==> src/rtl/dfcontrol_rr.sv <==
// dfcontrol_rr: N-channel FIFO write gating, round-robin read arbitration, sticky errors, drop counter
// Ports:
//   clk_i            clock, all state updates on rising edge
//   rst_ni           asynchronous active-low reset
//   push_i           per-channel write requests from upstream
//   fifo_full_i      FIFO full status
//   almost_full_i    FIFO has exactly one free slot
//   fifo_empty_i     FIFO empty status
//   almost_empty_i   FIFO holds exactly one entry
//   fifo_pause_i     per-channel write pause from next stage
//   fifo_error_i     FIFO error pulse/level
//   out_ready_i      downstream accepts one read this cycle
//   error_clr_i      clears sticky error flags
//   write_o          registered per-channel write enables
//   read_o           registered one-hot read enable
//   read_valid_o     registered OR of read_o
//   read_sel_o       index of last granted channel
//   error_vec_o      sticky per-channel error flags
//   error_o          registered OR of error_vec_o
//   drop_cnt_o       saturating count of refused pushes
module dfcontrol_rr #(
    parameter int NCH  = 4,
    parameter int SELW = (NCH > 1) ? $clog2(NCH) : 1,
    parameter int DCW  = 8
) (
    input  logic            clk_i,
    input  logic            rst_ni,
    input  logic [NCH-1:0]  push_i,
    input  logic [NCH-1:0]  fifo_full_i,
    input  logic [NCH-1:0]  almost_full_i,
    input  logic [NCH-1:0]  fifo_empty_i,
    input  logic [NCH-1:0]  almost_empty_i,
    input  logic [NCH-1:0]  fifo_pause_i,
    input  logic [NCH-1:0]  fifo_error_i,
    input  logic            out_ready_i,
    input  logic            error_clr_i,
    output logic [NCH-1:0]  write_o,
    output logic [NCH-1:0]  read_o,
    output logic            read_valid_o,
    output logic [SELW-1:0] read_sel_o,
    output logic [NCH-1:0]  error_vec_o,
    output logic            error_o,
    output logic [DCW-1:0]  drop_cnt_o
);
    localparam int SW = DCW + SELW + 1;
    logic [NCH-1:0]  write_q, write_d, read_q, read_d, error_vec_q, error_vec_d, wr_ok, elig;
    logic            read_valid_q, read_valid_d, error_q, error_d, gnt;
    logic [SELW-1:0] read_sel_q, read_sel_d, last_q, last_d, gnt_idx, idx;
    logic [DCW-1:0]  drop_q, drop_d;
    logic [SELW:0]   refused;
    logic [SW-1:0]   drop_sum;

    always_comb begin
        // A write or read issued last cycle already consumed the single slot/entry
        // that almost_full/almost_empty advertises.
        wr_ok = ~fifo_full_i & ~fifo_pause_i & ~(almost_full_i & write_q);
        elig = ~fifo_empty_i & ~(almost_empty_i & read_q);
        write_d = push_i & wr_ok;
        refused = '0;
        for (int i = 0; i < NCH; i++) refused = refused + (SELW+1)'(push_i[i] & ~wr_ok[i]);
        // Wide sum so saturation is detected before any wrap.
        drop_sum = SW'(drop_q) + SW'(refused);
        drop_d = (drop_sum > SW'({DCW{1'b1}})) ? '1 : drop_sum[DCW-1:0];
        gnt = 1'b0;
        gnt_idx = '0;
        idx = '0;
        // Search starts just after the previous grant and wraps modulo NCH.
        for (int k = 1; k <= NCH; k++) begin
            idx = SELW'((int'(last_q) + k) % NCH);
            if (!gnt && elig[idx]) begin
                gnt = 1'b1;
                gnt_idx = idx;
            end
        end
        read_valid_d = out_ready_i & gnt;
        read_d = read_valid_d ? (NCH'(1) << gnt_idx) : '0;
        read_sel_d = read_valid_d ? gnt_idx : read_sel_q;
        last_d = read_valid_d ? gnt_idx : last_q;
        error_vec_d = (error_vec_q & ~{NCH{error_clr_i}}) | fifo_error_i;
        error_d = |error_vec_d;
    end

    always_ff @(posedge clk_i or negedge rst_ni) begin
        if (!rst_ni) begin
            write_q <= '0;
            read_q <= '0;
            read_valid_q <= 1'b0;
            read_sel_q <= '0;
            last_q <= SELW'(NCH - 1);
            error_vec_q <= '0;
            error_q <= 1'b0;
            drop_q <= '0;
        end else begin
            write_q <= write_d;
            read_q <= read_d;
            read_valid_q <= read_valid_d;
            read_sel_q <= read_sel_d;
            last_q <= last_d;
            error_vec_q <= error_vec_d;
            error_q <= error_d;
            drop_q <= drop_d;
        end
    end

    assign write_o = write_q;
    assign read_o = read_q;
    assign read_valid_o = read_valid_q;
    assign read_sel_o = read_sel_q;
    assign error_vec_o = error_vec_q;
    assign error_o = error_q;
    assign drop_cnt_o = drop_q;
endmodule

==> config.mk <==
export PLATFORM = sky130hd
export DESIGN_NAME = dfcontrol_rr
export DESIGN_NICKNAME = d
export VERILOG_FILES = /design/src/rtl/dfcontrol_rr.sv
export SDC_FILE = /design/constraint.sdc
export NUM_CORES = 1
export LEC_CHECK = 0
export CAP_MARGIN = 20
export CORE_AREA = 4 4 77 79
export CTS_BUF_LIST = sky130_fd_sc_hd__clkbuf_4
export CTS_CLUSTER_DIAMETER = 50
export DETAILED_ROUTE_END_ITERATION = 7
export DIE_AREA = 0 0 81 83
export GPL_TIMING_DRIVEN = 0
export PLACE_DENSITY = 0.56
export SLEW_MARGIN = 20
export SYNTH_ARGS = -nofsm -noshare
export SYNTH_HDL_FRONTEND = slang
export SYNTH_SLANG_ARGS = --single-unit
==> constraint.sdc <==
create_clock -name clk_i -period 3.8 [get_ports clk_i]
set_input_delay 1.14 -clock clk_i [delete_from_list [all_inputs] [get_ports clk_i]]
set_output_delay 1.14 -clock clk_i [all_outputs]
set_load 0.01 [all_outputs]
* After elaboration in Yosys (flattened, before gate mapping) *
Index checks and enable logic that the tools add are counted.

cells by class
  $add $sub $neg = 8
  magnitude comparators = 5
  shift-type cells = 1
  muxes and demuxes = 18
  bitwise logic cells = 23
  reduce and logical (&&, ||, !) cells = 7

operators with widths
  cell                   number
  $and A4 B4 Y4          7
  $not A4 Y4             6
  $and A1 B3 Y3          4
  $lt A2 B3 Y1 const B   4
  $not A1 Y3             4
  $add A3 B3 Y3          3
  $add A8 B3 Y9          1
  $gt A9 B8 Y1 const B   1
  $bmux W1 S2            4
  $mux W1                8
  $mux W2                4
  $mux W8                1
  $add A2 B1 Y2 const B  2
  $add A2 B2 Y2 const B  2
  $mux W4                1
  $or A4 B4 Y4           1
  $reduce_or A4 Y1       1
  $shl A1 B2 Y4 const A  1
  $logic_and A1 B1 Y1    3
  $logic_not A1 Y1       3
  $and A1 B1 Y1          1

word-level totals
  flip-flop bits (word level) = 26
  bits of input ports = 32
  output and inout port bits = 24
  word-level logic and storage cells = 70

* Longest topological paths before layout *
Gate-level depths: netlist of the first run.

  depth after elaboration = 17
  gate-level depth with buffers = 12
  depth with buffers taken out = 12

* Least setup slack after synthesis of the first run *
Ideal clock, no wire load.

  path type = input-to-reg
  start point = input port almost_full_i[0]
  end point = register drop_q[6], in the netlist drop_cnt_o[6]
  setup time = 125 ps
  data arrival time = 3493 ps
  required time = 3675 ps
  path slack = 182 ps
  cell stages on the path = 12
  path buffers = 0
  path through = a211o_1 nand2_1 fa_1 inv_1 ha_1 ha_1 inv_1 fa_1 nor2b_1 o2111a_1 nand2_1 mux2_2

on the way
  cells in the longest elaborated chain, start to end = 11

ends and longest elaborated chain
  what                            RTL line  RTL
  start, declared                 30        input logic [NCH-1:0] almost_full_i,
  $and A4 B4 Y4 (*)               56        wr_ok = ~fifo_full_i & ~fifo_pause_i & ~(almost_full_i & write_q);
  $not A4 Y4 (*)                  56
  $and A4 B4 Y4 (*)               56
  $not A1 Y3 (*)                  60        for (int i = 0; i < NCH; i++) refused = refused + (SELW+1)'(push_i[i] & ~wr_ok[i]);
  $and A1 B3 Y3 (*)               60
  $add A3 B3 Y3 (*) (3 in a row)  60
  $add A8 B3 Y9 (*)               62        drop_sum = SW'(drop_q) + SW'(refused);
  $gt A9 B8 Y1                    63        drop_d = (drop_sum > SW'({DCW{1'b1}})) ? '1 : drop_sum[DCW-1:0];
  $mux W8 (*)                     63
  net drop_d[6]                   49        logic [DCW-1:0] drop_q, drop_d;
  end signal, assigned            101       drop_q <= drop_d;
  end, declared                   49

The timed path passes the listed nets; every way through them passes the cells marked *.
A chain may end at the register's enable or synchronous reset.

* Final worst setup path of the first run *
Same ends and word-level chain as after synthesis.

==> insert_results.sql, run 1 <==
INSERT INTO impl_metrics (metric_group, metric, value, unit) VALUES
('pwr', 'total_switching_power', '0.000346', 'W'),
('die', 'start_util', '0.237', ''),
('setup_path', 'startpoint_type', 'primary input', ''),
('global_routing', 'global_route.usage.total', '0.0959', ''),
('synth', 'synth.yosys.seq_area_share', '0.516', ''),
('setup_path', 'criticalPathCategory', 'in2reg', ''),
('die', 'die_h', '83', 'um'),
('synth', 'synth_area_per_cell', '11.2', 'um^2'),
('run', 'max-cap-violations', '0', ''),
('detailed_routing', 'post-route-drc-count', '0', ''),
('setup_path', 'worst-endpoint-arrival', '3.93', 'ns'),
('synth', 'syn_nets', '152', ''),
('detailed_routing', 'drt_pre_antenna_iters', '4', ''),
('clock_network', 'clock_tree_from_tritoncts', 'built', ''),
('global_routing', 'grt_remaining_overflow', '0', ''),
('pwr', 'fin_total_pwr', '0.00101', 'W'),
('pwr', 'cellPowerDensity', '506', 'nW/um^2'),
('place', 'place_congestion', '0.726', ''),
('sta', 'worst_slew_pin_slew', '0.610', 'ns'),
('finish', 'final_stage_net_count', '215', ''),
('global_routing', 'grt_start_max_net_pins', '27', ''),
('pwr', 'comb_power_share', '0.460', ''),
('clock_network', 'holdBufCountCts', '0', ''),
('pwr', 'netSwitchingFraction', '0.342', ''),
('synth', 'synthTopCellsByCount', 'sky130_fd_sc_hd__dfrtp_1 (24), sky130_fd_sc_hd__inv_1 (13), sky130_fd_sc_hd__nand2_1 (8)', ''),
('setup_path', 'cpMaxStageDelayCell', 'sky130_fd_sc_hd__fa_1', ''),
('pwr', 'seq_power_share', '0.422', ''),
('synth', 'synth_top_cells_by_area', 'sky130_fd_sc_hd__dfrtp_1 (47%), sky130_fd_sc_hd__ha_1 (4.9%), sky130_fd_sc_hd__a21o_1 (4.2%)', ''),
('sta', 'clock.fmax', '270', 'MHz'),
('sta', 'worst_slew_margin_rel', '0.594', ''),
('global_routing', 'initial_antenna_violation_count', '0', ''),
('finish', 'antenna_cells', '0', ''),
('place', 'placed_cells_incl_taps', '240', ''),
('setup_path', 'critical_path_cell_sequence', 'clkdlybuf4s50_1, a211o_1, nand2_2, fa_1, inv_1, ha_2, ha_4, inv_2, fa_2, nor2b_4, o2111a_1, nand2_1, mux2_2', ''),
('sta', 'timing_max_transition_violations_final', '0', ''),
('setup_path', 'timing.critical_path.required', '4.02', 'ns'),
('die', 'io_pins', '56', ''),
('detailed_routing', 'initialDrtViolationCount', '26', ''),
('clock_network', 'cts.path.max_buffers', '2', ''),
('pwr', 'p_int', '0.000664', 'W'),
('synth', 'syn_inst', '113', ''),
('die', 'die_w', '81', 'um'),
('clock_network', 'clkTransAtPathRegs', '0.14', 'ns'),
('synth', 'synth_top_area_share', '0.474', ''),
('sta', 'skew', '0.00365', 'ns'),
('clock_network', 'cts_root_buffer', 'sky130_fd_sc_hd__clkbuf_4', ''),
('synth', 'yosys_warnings', '0', ''),
('clock_network', 'tritoncts.num_buffers', '3', ''),
('finish', 'final_layout_size_suffix_gt1_frac', '0.143', ''),
('sta', 'finalWorstPathRequiredPeriod', '3.71', 'ns'),
('synth', 'synthDominantAreaCellType', 'sky130_fd_sc_hd__dfrtp_1', ''),
('finish', 'finalCoreUtilization', '0.374', ''),
('synth', 'synth_edf_count', '0', ''),
('status', 'run_status', 'complete, no violations', ''),
('detailed_routing', 'drt.antenna.violating_nets', '0', ''),
('synth', 'synth.distinct_cells', '33', ''),
('finish', 'flow.area_growth_from_synthesis', '57.6', '%'),
('sta', 'rsz_0062_raised_after_global_routing', 'no', ''),
('setup_path', 'cp_max_fo', '3', ''),
('synth', 'ys_ff_latch', '26', ''),
('synth', 'synthFlopType', 'sky130_fd_sc_hd__dfrtp_1', ''),
('pwr', 'power.clock.fraction', '0.119', ''),
('synth', 'mappedNetlistArea', '1270', 'um^2'),
('place', 'io_buffers', '55', ''),
('global_routing', 'first_global_vias', '1079', ''),
('synth', 'synth.most_common_cell', 'sky130_fd_sc_hd__dfrtp_1', ''),
('die', 'floorplan.die_area', '6720', 'um^2'),
('detailed_routing', 'vias_per_cell', '4.32', ''),
('die', 'number_of_rows_in_the_core_area', '27', ''),
('hold_path', 'worstHoldPathType', 'reg2reg', ''),
('clock_network', 'htreeDepth', '1', '');
-- metal layers --
layer,vias up,wire [um],track usage
met2,44,1340,0.145
met3,2,336,0.0315
li1,528,-,-
met5,-,0,0
met4,0,12,0.0230
met1,494,1410,0.132
-- cell type report --
type | instances | area [um^2]
Clock inverter | 1 | 3.75
Clock buffer | 3 | 22.5
Fill cell | 576 | 3340
Timing Repair Buffer | 58 | 568
Tap cell | 72 | 90.1
Sequential cell | 26 | 653
Multi-Input combinational cell | 74 | 609
Inverter | 13 | 48.8
-- power groups by stage --
stage	clock (W)	sequential, W	combinational [W]
2_1_floorplan	0	0.000448	0.000190
3_3_place_gp	0	0.000429	0.000422
3_5_place_dp	0	0.000427	0.000427
4_1_cts	0.000133	0.000424	0.000445
5_1_grt	0.000141	0.000438	0.000519
6_report	0.000120	0.000426	0.000464
-- placed cells by master, fill, tap and decap left out, types with 2 or more instances in the layout --
| master | n |
|---|---|
| sky130_fd_sc_hd__a211o_1 | 4 |
| sky130_fd_sc_hd__a21o_1 | 7 |
| sky130_fd_sc_hd__a21oi_1 | 5 |
| sky130_fd_sc_hd__and2_1 | 2 |
| sky130_fd_sc_hd__buf_4 | 3 |
| sky130_fd_sc_hd__clkbuf_4 | 3 |
| sky130_fd_sc_hd__clkdlybuf4s50_1 | 54 |
| sky130_fd_sc_hd__dfrtp_1 | 24 |
| sky130_fd_sc_hd__dfstp_2 | 2 |
| sky130_fd_sc_hd__ha_1 | 2 |
| sky130_fd_sc_hd__ha_4 | 2 |
| sky130_fd_sc_hd__inv_1 | 12 |
| sky130_fd_sc_hd__mux2_4 | 2 |
| sky130_fd_sc_hd__nand2_1 | 7 |
| sky130_fd_sc_hd__nand3_1 | 2 |
| sky130_fd_sc_hd__nor2_1 | 6 |
| sky130_fd_sc_hd__nor2b_1 | 4 |
| sky130_fd_sc_hd__o211ai_1 | 2 |
| sky130_fd_sc_hd__o21ai_0 | 4 |
| sky130_fd_sc_hd__o21ai_1 | 2 |
| sky130_fd_sc_hd__xor2_1 | 2 |
-- registers in the layout, summed over array words and instances (netlist names) --
name,flops
read_valid_o,1
read_sel_o,2
write_o,4
drop_cnt_o,8
error_vec_o,4
error_o,1
read_o,4
last_q,2
-- through the flow --
step	area (um^2)	hold WS (ns)	TNS, ns	setup slack, ns
after global placement	1910	0.484	-3.55	-0.501
after CTS	1950	0.523	0	0.00982
after global routing	2000	0.547	0	0.00484
after detailed placement	1900	0.491	-3.83	-0.536
final	2000	0.515	0	0.0930
after floorplan	1270	0.496	0	0.182
-- path summary, 6_finish.rpt --
| check | start | to | slack [ns] | cells past startpoint |
|---|---|---|---|---|
| max in group asynchronous | rst_ni | error_o | 2.59 | 1 |
| min in group asynchronous | rst_ni | read_sel_o[1] | 0.81 | 1 |
| hold reg to reg | error_vec_o[0] | error_vec_o[0] | 0.52 | 1 |
| hold / removal | error_vec_o[0] | error_vec_o[0] | 0.52 | 1 |
| setup / recovery | almost_full_i[0] | drop_cnt_o[6] | 0.09 | 13 |
| setup reg to reg | write_o[0] | drop_cnt_o[6] | 1.00 | 12 |
-- cell families after synthesis --
| group | synth area share |
|---|---|
| compound gates | 0.187 |
| buf+inv | 0.0385 |
| fa+ha+maj | 0.0810 |
| flops | 0.516 |
| xor+xnor | 0.0138 |
| simple gates | 0.124 |
| mux | 0.0405 |
-- repair_timing --
action / CTS / global route
endpoints found under the setup margin: 7 / 8
buffers inserted: 1 / 2
hold endpoints to repair: 0 / 0
resized for setup: 3 / 7
pin swaps: 0 / 2
No activity file was read; power rests on OpenSTA's default activity.
==> run 2: changes to the inputs <==
- CAP_MARGIN: 20 -> default
==> results of run 2 <==
The final DEF is identical to that of run 1; final timing and power are the same.
==> run 3: changes to the inputs <==
- CTS_BUF_LIST: sky130_fd_sc_hd__clkbuf_4 -> default
==> insert_results.sql, run 3 (synthesis results as in run 1) <==
INSERT INTO impl_metrics (metric_group, metric, value, unit) VALUES
('finish', 'area_of_combinational_cells_with_multiple_inputs', '618', 'um^2'),
('clock_network', 'tritoncts.num_buffers', '3', ''),
('setup_path', 'ff2ff_setup_slack', '0.98', 'ns'),
('clock_network', 'clkTransAtPathRegs', '0.09', 'ns'),
('sta', 'fin_crit_sh', '0.984', ''),
('detailed_routing', 'drt.antenna.violating_nets', '0', ''),
('finish', 'layout.filler_cells', '570', ''),
('setup_path', 'crit-reg2reg-launch', 'write_o[0]', ''),
('clock_network', 'htreeDepth', '1', ''),
('place', 'final_hpwl_from_detailed_placement', '2.41', 'mm'),
('detailed_routing', 'initialDrtViolationCount', '23', ''),
('finish', 'largest_register_ffs', '8', ''),
('die', 'start_util', '0.237', ''),
('finish', 'register_area', '653', 'um^2'),
('sta', 'timing_max_transition_violations_final', '0', ''),
('detailed_routing', 'vias_after_detailed_routing', '1059', ''),
('finish', 'final_stage_net_count', '214', ''),
('setup_path', 'crit_end', 'drop_cnt_o[6]', ''),
('die', 'standard_cell_core_area', '5340', 'um^2'),
('setup_path', 'critical_path_cell_sequence', 'clkdlybuf4s50_1, a211o_1, nand2_2, fa_1, inv_1, ha_2, ha_4, inv_4, fa_2, nor2b_4, o2111a_1, nand2_1, mux2_4', ''),
('finish', 'mostFrequentLayoutCells', 'sky130_fd_sc_hd__clkdlybuf4s50_1 (50), sky130_fd_sc_hd__dfrtp_1 (24), sky130_fd_sc_hd__inv_1 (12), sky130_fd_sc_hd__a21o_1 (7), sky130_fd_sc_hd__nor2_1 (6)', ''),
('place', 'placed_cells_incl_taps', '240', ''),
('setup_path', 'cp_max_fo', '3', ''),
('global_routing', 'grt_remaining_overflow', '0', ''),
('die', 'number_of_rows_in_the_core_area', '27', ''),
('sta', 'final_hold_viol_count', '0', ''),
('hold_path', 'worstHoldPathType', 'reg2reg', ''),
('setup_path', 'timing.critical_path.required', '3.96', 'ns'),
('setup_path', 'cp.depth', '13', ''),
('finish', 'design_area', '2040', 'um^2'),
('clock_network', 'worst_skew_late_latency', '0.26', 'ns'),
('sta', 'clock.fmax', '267', 'MHz'),
('global_routing', 'grt_pass1_wl', '5.27', 'mm'),
('global_routing', 'grt_start_max_net_pins', '27', ''),
('sta', 'worst_slew_margin_rel', '0.596', ''),
('setup_path', 'startpoint_type', 'primary input', ''),
('setup_path', 'reg2regPathDepth', '12', ''),
('clock_network', 'cts_root_buffer', 'sky130_fd_sc_hd__clkbuf_8', ''),
('global_routing', 'first_global_vias', '1091', ''),
('setup_path', 'setup.worst_path.start', 'fifo_full_i[1]', ''),
('setup_path', 'cpMaxStageDelayCell', 'sky130_fd_sc_hd__fa_1', ''),
('run', 'max-cap-violations', '0', ''),
('pwr', 'fin_total_pwr', '0.00107', 'W'),
('pwr', 'cellPowerDensity', '525', 'nW/um^2'),
('sta', 'worst_slew_pin_slew', '0.606', 'ns'),
('clock_network', 'clock_tree_from_tritoncts', 'built', ''),
('pwr', 'ir_drop', '248', 'uV'),
('finish', 'final_common_cell', 'sky130_fd_sc_hd__clkdlybuf4s50_1', ''),
('clock_network', 'cts.path.max_buffers', '2', ''),
('setup_path', 'criticalPathCategory', 'in2reg', ''),
('sta', 'setup_viol_count_final', '0', ''),
('pwr', 'total_leakage_power', '0.932', 'nW'),
('clock_network', 'cts.sinks', '26', ''),
('finish', 'final_layout_size_suffix_gt1_frac', '0.155', ''),
('setup_path', 'worst-endpoint-arrival', '3.90', 'ns'),
('setup_path', 'endpoint_kind', 'flop', ''),
('setup_path', 'critPathMaxStageDelay', '0.50', 'ns'),
('die', 'io_pins', '56', ''),
('die', 'die_h', '83', 'um'),
('sta', 'skew', '0.00265', 'ns'),
('setup_path', 'worstReg2RegEnd', 'drop_cnt_o[6]', ''),
('detailed_routing', 'vias_per_cell', '4.30', ''),
('finish', 'layout.cells.non_filler', '246', ''),
('die', 'floorplan.die_area', '6720', 'um^2'),
('place', 'placement.setup.worst_slack', '-0.536', 'ns'),
('sta', 'timing.final.ws_setup', '0.0601', 'ns'),
('detailed_routing', 'routedWlPerCell', '12.7', 'um'),
('detailed_routing', 'drt-total-wl', '3.13', 'mm'),
('place', 'place_congestion', '0.726', ''),
('detailed_routing', 'drt_pre_antenna_iters', '4', ''),
('place', 'placedInstanceArea', '1900', 'um^2'),
('finish', 'flow.area_growth_from_synthesis', '61.0', '%'),
('status', 'run_status', 'complete, no violations', ''),
('clock_network', 'holdBufCountCts', '0', ''),
('finish', 'antenna_cells', '0', ''),
('die', 'die_w', '81', 'um'),
('detailed_routing', 'post-route-drc-count', '0', ''),
('place', 'io_buffers', '55', ''),
('global_routing', 'global_route.usage.total', '0.0968', ''),
('global_routing', 'initial_antenna_violation_count', '0', ''),
('setup_path', 'critical-path-top-delay-family', 'adder cells', ''),
('sta', 'finalWorstPathRequiredPeriod', '3.74', 'ns'),
('setup_path', 'crit_buf_inv', '3', '');
## run 3: how the worst min path moves through the flow
stage          slack, ns  cells past startpoint              to           start
2_1_floorplan       0.50                      2       last_q[1]       last_q[1]
3_3_place_gp        0.48                      1  error_vec_o[0]  error_vec_o[0]
3_5_place_dp        0.49                      1  error_vec_o[0]  error_vec_o[0]
4_1_cts             0.51                      1  error_vec_o[2]  error_vec_o[2]
5_1_grt             0.54                      1  error_vec_o[0]  error_vec_o[0]
6_report            0.51                      1  error_vec_o[2]  error_vec_o[2]
## run 3: per-layer routing
| metal | share of wire | vias up | GRT usage | wire length, um |
|---|---|---|---|---|
| met5 | 0 | - | 0 | 0 |
| met3 | 0.11 | 2 | 0.0315 | 342 |
| met4 | 0.0041 | 0 | 0.0230 | 13 |
| met1 | 0.45 | 493 | 0.132 | 1410 |
| li1 | - | 518 | - | - |
| met2 | 0.44 | 46 | 0.148 | 1370 |
## run 3: power by group
group | switching, W | internal [W] | total (W)
logic | 0.000194 | 0.000271 | 0.000465
clock network | 0.0000849 | 0.0000925 | 0.000177
registers | 0.0000729 | 0.000355 | 0.000428
total | 0.000352 | 0.000718 | 0.00107
## run 3: area by class of cell
type                    count  share of cell area
flip-flops and latches     26               0.320
multi-input cells          74               0.303
repair buffers             57               0.280
well taps                  72              0.0442
clock buffers               4              0.0270
inverters                  13              0.0252
## run 3: repair_timing
action / CTS / global route
cloned: 0 / 0
pin swaps: 6 / 9
buffers inserted: 2 / 0
gates resized for setup: 8 / 10
endpoints found under the setup margin: 7 / 8
## run 3: through the flow
step	TNS (ns)	hold slack [ns]	utilization
after floorplan	0	0.496	-
after global placement	-3.55	0.484	0.357
after detailed placement	-3.83	0.491	0.356
after CTS	0	0.512	0.375
after global routing	-0.0228	0.535	0.382
final	0	0.506	0.382
==> variant 1: new RTL, flow settings as in run 1 <==
Register the output `error_vec_o` once more; this adds one clock of latency there. The other outputs are not delayed to match. Comments in the files are not updated.
--- a/src/rtl/dfcontrol_rr.sv
+++ b/src/rtl/dfcontrol_rr.sv
@@ -107,5 +107,7 @@
     assign read_valid_o = read_valid_q;
     assign read_sel_o = read_sel_q;
-    assign error_vec_o = error_vec_q;
+    always_ff @(posedge clk_i) begin
+        error_vec_o <= error_vec_q;
+    end
     assign error_o = error_q;
     assign drop_cnt_o = drop_q;
Formal check against the unedited RTL: not equivalent (a bounded check fails within 4 cycles, from zero or initial values and one cycle with rst_ni low).
==> variant 1 against run 1 <==
Count of clock-buffer cells in the layout rose by 2. Register-to-register slack is essentially flat. Worst hold slack got worse by 0.14 ns. Routed wire length is 2.5% lower. Critical path depth unchanged. Setup slack worse by 0.011 ns. Synthesized area is 6.4% higher. Cell area rose by 4.0%. Power rose by 7.1%. Sequential share of layout area increased by 2.6 points. Clock power rose by 39%. Sequential cell count rose by 4. Non-clock buffer count is 2 lower. Largest cell class unchanged.
==> variant 1: results (changes against run 1) <==
Pin count of the biggest net entering global routing: 27 (unchanged)
Diode count: 0 (unchanged)
Nets: 219 (+1.9%)
Syn avg cell area: 11.52 um^2 (+2.8%)
Leak pwr: 0.9093 nW (+3.0%)
Status: complete, no violations
Post-Route WL: 3029 um (-2.5%)
First-pass GRT wire length: 4919 um (-5.8%)
Synth area leaders: dfrtp_1 45%, dfxtp_1 5.9%, ha_1 4.6%, a21o_1 3.9%, dfstp_2 3.9%
Complex-gate fraction of the synthesized area: 0.1764 (-0.01034)
VDD IR max: 288.5 uV (+36%)
Skew final: 0.006036 ns (+0.002381 ns)
Post-synthesis mux area share: 0.03807 (-0.002445)
Layout cells sized above 1: 0.1492 (+0.006314)
Via Count: 1,072 (+0.37%)
Synth Register Bits: 30 (+15%)
Sequential-to-total area share from yosys stat: 0.5441 (+0.02829)
Worst path arrival time: 3.93 ns (about the same)
Root Driver: clkbuf_4
Post-Synth Adder-Cell Area: 0.07614 (-0.004890)
Post-DP HPWL: 2320 um (-3.5%)
RD Place Congestion: 0.7754 (+6.9%)
Mapped Nets: 156 (+2.6%)
Post-DP Area: 1983 um^2 (+4.3%)
Critical-path top delay cell: fa_1
Filler cell count: 555 (-3.6%)
Asr flop ratio synth: 0.8667 (-0.1333)
Slew margin rel.: 0.5964 (+0.002776)
GR Util All Layers: 0.09442 (-0.001470)
Post-CTS Setup Bufs: 1 (unchanged)
Synth Area in XOR/XNOR: 0.01300 (-0.0008349)
Placement Setup Slack: -0.4781 ns (+0.05782 ns)
Num CTS Buffers: 5 (+2)
Clock transition at path regs: 0.09 ns (-0.05 ns)
Synth unique cells: 35 (+6.1%)
Drt first-iter violations: 17 (-35%)
Final Non-Filler Cells: 253 (+2.4%)
Placed Instances: 244 (+1.7%)
Htree depth: 2 (+1)
P_sw: 0.3591 mW (+3.9%)
-- variant 1: metal layers --
layer / GRT usage / wire (um)
met4: 0.03687 / 47
met5: 0 / 0
met1: 0.1171 / 1332
met2: 0.1382 / 1285
met3: 0.04772 / 364
-- variant 1: worst paths after layout --
path                                        from  depth (start not counted)  slack [ns]        endpoint
worst min register to register    error_vec_q[3]                          0        0.38  error_vec_o[3]
worst max register to register        write_o[0]                         12        1.00   drop_cnt_o[6]
min in group asynchronous                 rst_ni                          1        0.82  error_vec_q[1]
worst max-delay path            almost_full_i[0]                         13        0.08   drop_cnt_o[6]
max in group asynchronous                 rst_ni                          1        2.58    read_valid_o
worst min-delay path              error_vec_q[3]                          0        0.38  error_vec_o[3]
-- variant 1: power by group through the flow --
stage | clock network, mW | registers, mW | logic, mW
after global placement | 0 | 0.477 | 0.421
after floorplan | 0 | 0.494 | 0.190
final | 0.167 | 0.472 | 0.442
after global routing | 0.195 | 0.487 | 0.493
after detailed placement | 0 | 0.476 | 0.423
after CTS | 0.180 | 0.473 | 0.440
-- variant 1: cell type report --
| cell class | count | area, um^2 | share of cell area |
|---|---|---|---|
| Clock buffer | 5 | 37.54 | 0.01809 |
| Sequential cell | 30 | 733.2 | 0.3534 |
| Tap cell | 72 | 90.09 | 0.04343 |
| Clock inverter | 3 | 11.26 | 0.005428 |
| Multi-Input combinational cell | 74 | 600.6 | 0.2895 |
| Inverter | 13 | 48.80 | 0.02352 |
| Timing Repair Buffer | 56 | 553.0 | 0.2666 |
-- variant 1: kinds of logic (layout without fill, tap and decap cells) --
group                    Yosys count  in the layout
multiplexers                       4              4
AND/OR/NAND/NOR                   30             30
XOR/XNOR                           2              2
adder cells (fa/ha/maj)            7              7
AO/OA/AOI/OAI                     31             31
buffers and inverters             13             77
flip-flops                        30             30
==> variant 2: new RTL, config.mk and constraints of run 1 <==
Made on the original files. Set the parameter `DCW` to 9 (it was 8).
--- a/src/rtl/dfcontrol_rr.sv
+++ b/src/rtl/dfcontrol_rr.sv
@@ -22,5 +22,5 @@
     parameter int NCH  = 4,
     parameter int SELW = (NCH > 1) ? $clog2(NCH) : 1,
-    parameter int DCW  = 8
+    parameter int DCW  = 9
 ) (
     input  logic            clk_i,
Ports: changed (resized drop_cnt_o); port bits go from 56 to 57. The function was not compared with the original's and may differ.
==> variant 2 against run 1 <==
Count of clock-buffer cells in the layout did not move. Synthesized area increased by 4.2%. Sequential cell count up 1. Routed wire length decreased by 3.7%. First-iteration DRC count is 3.8% higher. Setup slack better by 0.040 ns. Power fell by 1.2%. Clock skew down 0.0017 ns. Cell area up 1.6%. Critical endpoint is now drop_cnt_o[7]. Highest routed layer unchanged.
==> variant 2: results (changes against run 1) <==
Leak pwr: 0.8999 nW (+1.9%)
Sequential-to-total area share from yosys stat: 0.5142 (-0.001579)
RD Place Congestion: 0.8060 (+11%)
Post-DP HPWL: 2377 um (-1.2%)
GR Util met3: 0.02278 (-0.008677)
Initial antenna violation count: 0 (unchanged)
Layout cells sized above 1: 0.1167 (-0.02619)
Top cells by count, synth: 25 x dfrtp_1, 12 x inv_1, 10 x nand2_1
Met2 Usage GRT: 0.1546 (+0.009709)
Hold crit path type: flip-flop to flip-flop
GR Util All Layers: 0.09218 (-0.003712)
Ys Warns: 0 (unchanged)
Clock Latency Late Sink: 0.32 ns
DR pass1 iterations: 5 (+1)
Critical Path Fanout Max: 6 (+3)
Mapped Nets: 157 (+3.3%)
Clock transition at path regs: 0.14 ns (about the same)
Htree depth: 1 (unchanged)
Placement Rows: 27 (unchanged)
Max reg flops: 9 (+1)
Fin Setup TNS: 0 ns (unchanged)
VDD IR max: 152.7 uV (-28%)
Vias in the first global route: 1,067 (-1.1%)
Skew final: 0.001986 ns (-0.001668 ns)
Vias per cell: 4.183 (-3.3%)
Final ANT Viol Nets: 0 (unchanged)
Synth unique cells: 33 (unchanged)
Diode count: 0 (unchanged)
Status: complete, no violations
Nets: 220 (+2.3%)
Post-Route WL: 2990 um (-3.7%)
Num CTS Buffers: 3 (unchanged)
First-pass GRT wire length: 4981 um (-4.6%)
Synth area leaders: dfrtp_1 47%, ha_1 4.7%, a21o_1 4.0%, dfstp_2 4.0%, inv_1 3.4%
Worst path arrival time: 3.89 ns (-0.04 ns)
Port bufs: 56 (+1.8%)
Worst-Margin Slew: 0.6138 ns (+0.004304 ns)
Pin count of the biggest net entering global routing: 28 (+3.7%)
Root Driver: clkbuf_4
Clk buf depth: 2 (unchanged)
Drt first-iter violations: 27 (+3.8%)
GR Util met1: 0.1129 (-0.01878)
Asr flop ratio synth: 1.000 (unchanged)
variant 2: where the power goes:
part / total (mW) / switching (mW) / leakage, nW / internal, mW
Combinational: 0.442 / 0.190 / 0.559 / 0.252
Sequential: 0.432 / 0.0677 / 0.327 / 0.365
Clock: 0.123 / 0.0833 / 0.0139 / 0.0402
variant 2: logic make-up (layout without fill, tap and decap cells):
group / after synthesis / after routing / share of synthesized area
simple gates: 33 / 33 / 0.1300
compound gates: 32 / 32 / 0.1841
flops: 27 / 27 / 0.5142
buf+inv: 12 / 74 / 0.03415
fa+ha+maj: 7 / 7 / 0.07780
mux: 4 / 4 / 0.03985
xor+xnor: 3 / 3 / 0.01993
variant 2: per-layer routing:
metal | part of all wire | vias to the layer above
li1 | - | 532
met2 | 0.50 | 24
met5 | 0 | -
met3 | 0.068 | 2
met4 | 0.0064 | 0
met1 | 0.43 | 496
variant 2: what timing repair did:
item | CTS | global route
endpoints found under the setup margin | 1 | 9
cloned | 0 | 0
pin swaps | 0 | 1
gates resized for setup | 0 | 4
buffers inserted | 1 | 1
variant 2: area by class of cell:
cell class                 instances  area, um^2
fill                             566        3311
sequential                        27       678.2
multi-input combinational         79       613.1
timing repair buffer              58       570.5
tap                               72       90.09
inverter                          12       45.04
clock buffer                       3       22.52
clock inverter                     1       7.507
variant 2: worst paths after layout:
kind	startpoint	to	slack, ns	depth (start not counted)
max	almost_full_i[0]	drop_cnt_o[7]	0.13	12
min reg2reg	error_vec_o[3]	error_vec_o[3]	0.52	1
min	error_vec_o[3]	error_vec_o[3]	0.52	1
min in group asynchronous	rst_ni	write_o[1]	0.81	1
max reg2reg	write_o[1]	drop_cnt_o[7]	1.01	11
max in group asynchronous	rst_ni	error_o	2.59	1
variant 2: metrics by stage:
stage                     power (mW)  instances  instance area, um^2  setup WS, ns
after detailed placement      0.8618        246                 1964       -0.3817
after floorplan               0.6484        118                 1319        0.3063
final                         0.9975        252                 2027        0.1333
after global routing           1.087        252                 2027       0.02015
after CTS                     0.9943        251                 2002       0.03298
after global placement        0.8612        246                 1969       -0.4054
variant 2: critical path, cell delays in order:
cell             delay (ns)
clkdlybuf4s50_1        0.45
a211o_1                0.13
nand2_1                0.07
fa_1                   0.54
inv_1                  0.04
ha_1                   0.18
ha_1                   0.29
ha_1                   0.27
a21o_1                 0.19
a21oi_4                0.19
nor3_2                 0.07
mux2_1                 0.30
